--- src/rtl/axi_rd_outstanding_limiter_pkg.sv ---
// Shared types for the prefetcher read-path limiter: AR request entry,
// error-bit indices and the issue FSM state encoding.
package axi_rd_outstanding_limiter_pkg;

    localparam int PKG_ADDR_BITS       = 64;
    localparam int PKG_BURST_LEN_WIDTH = 8;
    localparam int PKG_TID_WIDTH       = 4;

    typedef struct packed {
        logic [PKG_BURST_LEN_WIDTH-1:0] len;
        logic [PKG_ADDR_BITS-1:0]       addr;
        logic [PKG_TID_WIDTH-1:0]       id;
    } ar_req_t;

    localparam int ERR_R_UNDERFLOW  = 0;
    localparam int ERR_CNT_OVERFLOW = 1;

    typedef enum logic {
        ST_IDLE  = 1'b0,
        ST_ISSUE = 1'b1
    } issue_state_t;

endpackage

--- src/rtl/rd_req_fifo.sv ---
// Synchronous FIFO of AR requests; pointers carry one extra wrap bit so
// full and empty are told apart without a separate counter.
module rd_req_fifo
    import axi_rd_outstanding_limiter_pkg::*;
#(
    parameter int  LOG_DEPTH = 2,
    parameter type T         = ar_req_t
) (
    input  logic             i_clk,
    input  logic             i_rst_n,
    input  logic             i_push,
    input  T                 i_data,
    input  logic             i_pop,
    output T                 o_head,
    output logic             o_full,
    output logic             o_empty,
    output logic [LOG_DEPTH:0] o_count
);

    localparam int DEPTH = 1 << LOG_DEPTH;

    T                 r_mem [DEPTH];
    logic [LOG_DEPTH:0] r_wr_ptr;
    logic [LOG_DEPTH:0] r_rd_ptr;
    logic             w_push;
    logic             w_pop;

    assign o_full  = (r_wr_ptr[LOG_DEPTH] != r_rd_ptr[LOG_DEPTH]) &&
                     (r_wr_ptr[LOG_DEPTH-1:0] == r_rd_ptr[LOG_DEPTH-1:0]);
    assign o_empty = (r_wr_ptr == r_rd_ptr);
    assign o_count = r_wr_ptr - r_rd_ptr;
    assign w_push  = i_push & ~o_full;
    assign w_pop   = i_pop & ~o_empty;

    // Head is read straight from storage: it only moves on a pop, so it is
    // stable while the consumer waits for its handshake.
    assign o_head  = r_mem[r_rd_ptr[LOG_DEPTH-1:0]];

    always_ff @(posedge i_clk) begin
        if (!i_rst_n) begin
            r_wr_ptr <= '0;
            r_rd_ptr <= '0;
        end else begin
            if (w_push) r_wr_ptr <= r_wr_ptr + (LOG_DEPTH+1)'(1);
            if (w_pop)  r_rd_ptr <= r_rd_ptr + (LOG_DEPTH+1)'(1);
        end
    end

    always_ff @(posedge i_clk) begin
        if (w_push) r_mem[r_wr_ptr[LOG_DEPTH-1:0]] <= i_data;
    end

endmodule

--- src/rtl/axi_rd_outstanding_limiter.sv ---
// Caps in-flight AXI read bursts toward DDR at a programmable limit.
// Optional peak/throttle statistics are built when RD_LIMITER_STATS_EN is defined.
module axi_rd_outstanding_limiter
    import axi_rd_outstanding_limiter_pkg::*;
#(
    parameter int ADDR_BITS            = PKG_ADDR_BITS,
    parameter int BURST_LEN_WIDTH      = PKG_BURST_LEN_WIDTH,
    parameter int TID_WIDTH            = PKG_TID_WIDTH,
    parameter int BLOCK_DATA_SIZE_BITS = 512,
    parameter int LOG_FIFO_DEPTH       = 2,
    parameter int CNT_WIDTH            = 5
) (
    input  logic                            clk,
    input  logic                            resetN,
    // Every channel transfers on a clk edge with valid & ready high; once
    // valid is raised it and its payload hold until that transfer.
    input  logic                            s_ar_valid,
    output logic                            s_ar_ready,
    input  logic [BURST_LEN_WIDTH-1:0]      s_ar_len,
    input  logic [ADDR_BITS-1:0]            s_ar_addr,
    input  logic [TID_WIDTH-1:0]            s_ar_id,
    output logic                            m_ar_valid,
    input  logic                            m_ar_ready,
    output logic [BURST_LEN_WIDTH-1:0]      m_ar_len,
    output logic [ADDR_BITS-1:0]            m_ar_addr,
    output logic [TID_WIDTH-1:0]            m_ar_id,
    input  logic                            m_r_valid,
    output logic                            m_r_ready,
    input  logic                            m_r_last,
    input  logic [BLOCK_DATA_SIZE_BITS-1:0] m_r_data,
    input  logic [TID_WIDTH-1:0]            m_r_id,
    output logic                            s_r_valid,
    input  logic                            s_r_ready,
    output logic                            s_r_last,
    output logic [BLOCK_DATA_SIZE_BITS-1:0] s_r_data,
    output logic [TID_WIDTH-1:0]            s_r_id,
    input  logic [CNT_WIDTH-1:0]            maxOutstanding,
    output logic [CNT_WIDTH-1:0]            outstandingCnt,
    output logic [1:0]                      errorCode,
    output issue_state_t                    o_dbg_state
`ifdef RD_LIMITER_STATS_EN
    ,
    output logic [CNT_WIDTH-1:0]            peakOutstanding,
    output logic [15:0]                     throttleCycles
`endif
);

    ar_req_t             w_push_req;
    ar_req_t             w_head;
    logic                w_full;
    logic                w_empty;
    logic                w_push;
    logic                w_issue;
    logic                w_complete;
    logic                w_more;
    logic                w_room;
    logic [LOG_FIFO_DEPTH:0] w_fifo_count;
    logic [CNT_WIDTH-1:0] r_cnt;
    logic [CNT_WIDTH-1:0] w_cnt_next;
    logic [1:0]          r_err;
    logic [1:0]          w_err_next;
    issue_state_t        r_state;
    issue_state_t        w_state_next;

    assign w_push_req = '{len: s_ar_len, addr: s_ar_addr, id: s_ar_id};
    assign s_ar_ready = resetN & ~w_full;
    assign w_push     = s_ar_valid & s_ar_ready;

    rd_req_fifo #(
        .LOG_DEPTH (LOG_FIFO_DEPTH),
        .T         (ar_req_t)
    ) u_fifo (
        .i_clk   (clk),
        .i_rst_n (resetN),
        .i_push  (w_push),
        .i_data  (w_push_req),
        .i_pop   (w_issue),
        .o_head  (w_head),
        .o_full  (w_full),
        .o_empty (w_empty),
        .o_count (w_fifo_count)
    );

    assign m_ar_valid = resetN & (r_state == ST_ISSUE);
    assign m_ar_len   = w_head.len;
    assign m_ar_addr  = w_head.addr;
    assign m_ar_id    = w_head.id;
    assign w_issue    = m_ar_valid & m_ar_ready;

    assign s_r_valid  = m_r_valid;
    assign s_r_last   = m_r_last;
    assign s_r_data   = m_r_data;
    assign s_r_id     = m_r_id;
    assign m_r_ready  = s_r_ready;
    assign w_complete = m_r_valid & m_r_ready & m_r_last;

    always_comb begin
        w_cnt_next = r_cnt;
        w_err_next = r_err;
        case ({w_issue, w_complete})
            2'b10: begin
                if (r_cnt == '1) w_err_next[ERR_CNT_OVERFLOW] = 1'b1;
                else             w_cnt_next = r_cnt + CNT_WIDTH'(1);
            end
            2'b01: begin
                if (r_cnt == '0) w_err_next[ERR_R_UNDERFLOW] = 1'b1;
                else             w_cnt_next = r_cnt - CNT_WIDTH'(1);
            end
            default: ;
        endcase
    end

    // The limit is judged on the count as it will stand after this edge, so a
    // completion frees a slot without waiting an extra cycle.
    assign w_room = w_cnt_next < maxOutstanding;
    assign w_more = (w_fifo_count > (LOG_FIFO_DEPTH+1)'(1)) | w_push;

    always_comb begin
        w_state_next = r_state;
        case (r_state)
            ST_IDLE:  if (!w_empty && w_room) w_state_next = ST_ISSUE;
            ST_ISSUE: if (w_issue) w_state_next = (w_more && w_room) ? ST_ISSUE : ST_IDLE;
            default:  w_state_next = ST_IDLE;
        endcase
    end

    always_ff @(posedge clk) begin
        if (!resetN) begin
            r_state <= ST_IDLE;
            r_cnt   <= '0;
            r_err   <= '0;
        end else begin
            r_state <= w_state_next;
            r_cnt   <= w_cnt_next;
            r_err   <= w_err_next;
        end
    end

    assign outstandingCnt = r_cnt;
    assign errorCode      = r_err;
    assign o_dbg_state    = r_state;

`ifdef RD_LIMITER_STATS_EN
    logic [CNT_WIDTH-1:0] r_peak;
    logic [15:0]          r_throttle;

    always_ff @(posedge clk) begin
        if (!resetN) begin
            r_peak     <= '0;
            r_throttle <= '0;
        end else begin
            if (w_cnt_next > r_peak) r_peak <= w_cnt_next;
            if (!w_empty && (r_cnt >= maxOutstanding) && (r_throttle != 16'hFFFF))
                r_throttle <= r_throttle + 16'd1;
        end
    end

    assign peakOutstanding = r_peak;
    assign throttleCycles  = r_throttle;
`endif

endmodule

--- config.mk ---
export PLATFORM = sky130hd
export DESIGN_NAME = axi_rd_outstanding_limiter
export DESIGN_NICKNAME = d
export VERILOG_FILES = /design/src/rtl/axi_rd_outstanding_limiter_pkg.sv /design/src/rtl/rd_req_fifo.sv /design/src/rtl/axi_rd_outstanding_limiter.sv
export SDC_FILE = /design/constraint.sdc
export NUM_CORES = 1
export LEC_CHECK = 0
export ABC_AREA = 1
export BUFFER_PORTS_ARGS = -buffer_cell sky130_fd_sc_hd__buf_2
export CAP_MARGIN = 20
export CORE_AREA = 10 10 463 465
export CTS_CLUSTER_DIAMETER = 30
export DETAILED_ROUTE_END_ITERATION = 6
export DIE_AREA = 0 0 473 475
export PLACE_DENSITY = 0.3
export SYNTH_ARGS = -nofsm -noshare
export SYNTH_HDL_FRONTEND = slang
export SYNTH_SLANG_ARGS = --single-unit
--- constraint.sdc ---
create_clock -name clk -period 4.6 [get_ports clk]
set_input_delay 0.92 -clock clk [delete_from_list [all_inputs] [get_ports clk]]
set_output_delay 0.92 -clock clk [all_outputs]
set_load 0.05 [all_outputs]
# After elaboration in Yosys (flattened, before gate mapping)
# Memory sizes are Yosys's and may differ from the RTL's. A register that Yosys moved wholly into a read port is not among the register bits.
# Index checks and enable logic that the tools add are counted.
# op_classes
n_reduce_logical,7
n_bitwise,12
order_cmp,2
n_addsub,5
n_eq_ne,6
muxes,11
# ops
cell,n
$mux W5,2
$pmux W5 S2,1
$and A1 B1 Y1,8
$add A3 B1 Y3 const B,2
$add A5 B1 Y5 const B,1
$eq A5 B5 Y1 const B,1
$logic_not A5 Y1,1
$lt A5 B5 Y1,1
$mux W1,5
$sub A5 B1 Y5 const B,1
$mux W2,2
$reduce_and A2 Y1,2
$eq A3 B3 Y1,1
$gt A3 B1 Y1 const B,1
$logic_and A1 B1 Y1,3
$not A1 Y1,3
$sub A3 B3 Y3,1
$eq A2 B1 Y1 const B,1
$eq A2 B2 Y1,1
$eq A2 B2 Y1 const B,1
$pmux W1 S2,1
$logic_not A1 Y1,1
$ne A1 B1 Y1,1
$or A1 B1 Y1,1
# word_totals
in_bits,604
mem_count,1
mem_bits_rw,304
register_bits,14
# mem_list
name,words,word_bits,read_ports,rd_clocked_by_memory_dff,write_ports,line_no,rtl
u_fifo.r_mem,4,76,1,1,1,rd_req_fifo.sv:22,T r_mem [DEPTH];

# Logic depth before layout (Yosys ltp)
# depth
depth_word,10
depth_mapped,18

# Modules after synthesis
# A second synthesis with hierarchy kept.
# unflattened
hier_cells,1437
hier_area_um2,16520.8
# modules_own_cells
mod,cells_per_inst,area_each_um2,n_inst
rd_req_fifo,809,11913.9,1
axi_rd_outstanding_limiter,628,4606.9,1

# Least setup slack after synthesis
# OpenSTA, ideal clock, no wires.
# synth_timing
kind,input port to flip-flop
startpoint,in resetN
endpoint,"mem u_fifo.r_mem[0][0] in the netlist's numbering, enable pin"
t_arrival_ns,4.399
slack_ns,-0.310
stages,3
setup_time_ns,0.511
path_cell_list,clkbuf_8 -> nand3_2 -> nor2_1
# synth_between
elab_chain_len,5
# synth_lines
element,line_no,rtl
start: declaration,axi_rd_outstanding_limiter.sv:14,"input logic resetN,"
$and A1 B1 Y1,axi_rd_outstanding_limiter.sv:66,assign s_ar_ready = resetN & ~w_full;
$and A1 B1 Y1,axi_rd_outstanding_limiter.sv:67,assign w_push = s_ar_valid & s_ar_ready;
$and A1 B1 Y1,rd_req_fifo.sv:32,assign w_push = i_push & ~o_full;
$mux W1,rd_req_fifo.sv:50,if (w_push) r_mem[r_wr_ptr[LOG_DEPTH-1:0]] <= i_data;
$mux W1 (not written as such),rd_req_fifo.sv:50,
end: declaration,rd_req_fifo.sv:22,
# No other way between the ends.

==> metrics.md <==
| Metric | Value |
|---|---|
| Worst hold slack | 0.467 ns |
| Sequential cell area | 0.00946 mm² |
| Vias per inst | 2.47 |
| Crit. path cell count | 5 |
| Area grow syn2layout | 18.4% |
| Distinct cell type count after synthesis | 31 |
| Total Routing Usage GR | 0.171 |
| Met3 usage | 0.337 |
| Gr busiest metal | met3 |
| Final Slew Violations | 0 |
| Cts hold-fix bufs | 0 |
| Total CTS buffers | 72 |
| Clock Latency Late Sink | 0.67 ns |
| CTS Root Cell | clkbuf_16 |
| Die Footprint | 0.225 mm² |
| Synthesized area | 0.0162 mm² |
| Max stage delay cell, worst path | buf_4 |
| Mapped Cells | 1413 |
| Most common cell after layout, fill and taps aside | edfxtp_1 |
| Area of the multi-input gates | 0.00255 mm² |
| Peak supply drop | 0.252 mV |
| Tcrit/Tclk final | 0.842 |
| Crit path capture type | primary output |
| Max stage delay on crit path | 0.52 ns |
| Logic pwr share | 0.069 |
| Synthesized net count | 2033 |
| Most frequent cells in the layout | edfxtp_1, buf_2, nor2_1, o21ai_0, o22ai_1 |
| Post-route antenna net violation count | 0 |
| Clock power share | 0.583 |
| CTS sink cnt | 320 |
| Kind of critical path | reg -> out |
| Number of H-tree levels | 3 |
| Hold Fails Final Rpt | 0 |
| Initial antenna violation count | 15 |
| Utilization after layout | 0.0939 |
| Worst slack, placed | 0.953 ns |
| Startpoint Class | register |
| Fillers | 23653 |
| Placed Area | 0.0166 mm² |
| Reg2reg start | o_dbg_state |
| Max Root-Sink Buffers | 3 |
| Worst hold path class | reg -> reg |
| Part of the power in registers | 0.348 |
| Io pins | 1209 |
| YS warnings | 0 |
| Total grt overflow | 0 |
| Met2 usage | 0.249 |
| Critical path's most frequent cell | buf_4 |
| Setup slack, reg-to-reg | 1.73 ns |
| Endpoints failing setup | 0 |
| Drt first pass iters | 5 |
| Maximum achievable frequency | 0.258 GHz |
| CTS tree | done |
| Post-route setup TNS | 0 ns |
| Slew @ Worst Pin | 0.851 ns |
| Crit path max-delay family | buffers and inverters |
| Port buffer count | 176 |
| Clock skew | 0.0643 ns |
| Crit path max fanout | 39 |
| Status | finished clean |
| DP HPWL | 182 mm |
| CTS resizes | 0 |
| Core area | 0.204 mm² |
| Net count, final | 1729 |
| Critical-path cell list | buf_4 -> buf_4 -> o21ai_0 -> o22ai_1 -> buf_2 |
| Largest net degree at the start of global routing | 143 |
| Relative slew margins | 0.432 |
| # rows | 166 |
| Post-route minimum period | 3.87 ns |
| Fin area | 0.0192 mm² |
| Seq cells post-synth | 320 |
| Max cap viols | 0 |
| Sequential share of the synthesized area | 0.582 |
| Final wirelength | 202 mm |
| Die X-Extent | 473 µm |
| RSZ-0062 raised after global routing | false |
| Leak Pwr | 6.05 nW |
| R2R depth | 18 |
| Crit path to | m_ar_addr[38] |
| Worst Path Buf+Inv | 3 |
| First-pass GRT wire length | 223 mm |
| Vias in the first global route | 9576 |
| Fraction of layout cells with a size suffix above 1 | 0.287 |
| PD cells | 494 mW/mm² |
| Switching Share | 0.251 |
| Worst Path Required | 3.68 ns |
| Synth Area per Inst | 11.5 µm² |
| P_int | 7.10 mW |
| Final worst slack | 0.727 ns |
| Routed len/inst | 52.3 µm |
| Reg clk slew, reported paths | 0.04 ns |
| Starting Density | 0.0794 |
| Psw | 2.38 mW |
| Reg2reg end | o_dbg_state |
| Total number of vias | 9514 |
| Post-CTS setup repair buffer count | 0 |
| Grt met1 use | 0.0723 |
| DRC errors left | 0 |
| Die Height | 475 µm |
| Placer Congestion | 0.855 |
| Critical Path AT | 2.95 ns |
| DRT iter0 DRCs | 669 |
[worst register-to-register path, delay by kind of cell, from the launching register on]
family / cells / cell delay, ns
buffers and inverters: 3 / 0.35
AO/OA/AOI/OAI: 4 / 0.58
AND/OR/NAND/NOR: 9 / 0.86
flip-flops: 1 / 0.37
adder cells (fa/ha/maj): 2 / 0.65
[cells by family after synthesis]
family / synth area share
adder cells (fa/ha/maj): 0.0128
AND/OR/NAND/NOR: 0.0555
flip-flops: 0.582
AO/OA/AOI/OAI: 0.0846
buffers and inverters: 0.262
XOR/XNOR: 0.00262
[routing by layer]
| metal | vias to the layer above | share of wire |
|---|---|---|
| met3 | 167 | 0.41 |
| met2 | 1313 | 0.42 |
| met4 | 26 | 0.017 |
| li1 | 3772 | - |
| met1 | 4236 | 0.15 |
| met5 | - | 0.0049 |
[metrics by stage]
| stage | instances | total power, mW |
|---|---|---|
| global route | 3855 | 9.81 |
| floorplan | 1413 | 4.97 |
| CTS | 3855 | 9.65 |
| global placement | 3723 | 4.03 |
| finish | 3858 | 9.48 |
| detailed placement | 3723 | 4.02 |
[how the worst min path moves through the flow]
stage / to / slack [ns] / start / cells after the start
after floorplan: u_fifo.r_wr_ptr[2] / 0.46 / u_fifo.r_wr_ptr[2] / 1
after global placement: errorCode[0] / 0.47 / errorCode[0] / 2
after detailed placement: errorCode[1] / 0.46 / errorCode[1] / 2
after CTS: u_fifo.r_mem[0][38] / 0.39 / s_ar_addr[34] / 1
after global routing: u_fifo.r_mem[2][40] / 0.45 / s_ar_addr[36] / 1
final: errorCode[0] / 0.47 / errorCode[0] / 2
[power by group through the flow]
| stage | Sequential [mW] | Clock, mW | Combinational [mW] |
|---|---|---|---|
| 4_1_cts | 3.30 | 5.68 | 0.676 |
| 3_3_place_gp | 3.35 | 0 | 0.679 |
| 6_report | 3.30 | 5.53 | 0.657 |
| 3_5_place_dp | 3.35 | 0 | 0.675 |
| 5_1_grt | 3.30 | 5.81 | 0.707 |
| 2_1_floorplan | 3.36 | 0 | 1.60 |
[synth_stat cells]
master    number  area (µm²)
ha_1          15         188
nand4_1        1        6.26
a21oi_1       14        70.1
clkbuf_1      35         131
buf_6          1        11.3
nand2_2        8        50.1
xor2_1         2        17.5
a31oi_1        1        6.26
inv_2          2        7.51
nor2_2         3        18.8
nor2_4         2        22.5
and2_1         1        6.26
nand3b_1       1        7.51
dfxtp_1       16         320
buf_4        519        3900
xnor2_1        1        8.76
clkbuf_8       1        13.8
a211oi_1       1        7.51
buf_2         14        70.1
nor2_1       167         627
nor3_1         1        5.00
nand3_1        9        45.0
nand2_1       19        71.3
a22oi_2        1        12.5
fa_1           1        20.0
o22ai_1       76         475
edfxtp_1     304        9130
inv_1         32         120
xor2_2         1        16.3
o21ai_0      160         801
nand3_2        4        40.0
[state kept, by name, indices dropped and copies added (netlist names), named ones only]
signal / count
u_fifo.r_wr_ptr: 3
outstandingCnt: 5
u_fifo.r_rd_ptr: 3
o_dbg_state: 1
errorCode: 2
u_fifo.r_mem: 304
[layout make-up]
cell class / count / share of cell area
tap: 2688 / 0.175
antenna: 3 / 0.000391
timing repair buffer: 192 / 0.0567
clock inverter: 47 / 0.0375
sequential: 320 / 0.493
inverter: 34 / 0.00697
clock buffer: 85 / 0.0979
multi-input combinational: 489 / 0.133
No activity file was read; power rests on OpenSTA's default activity.
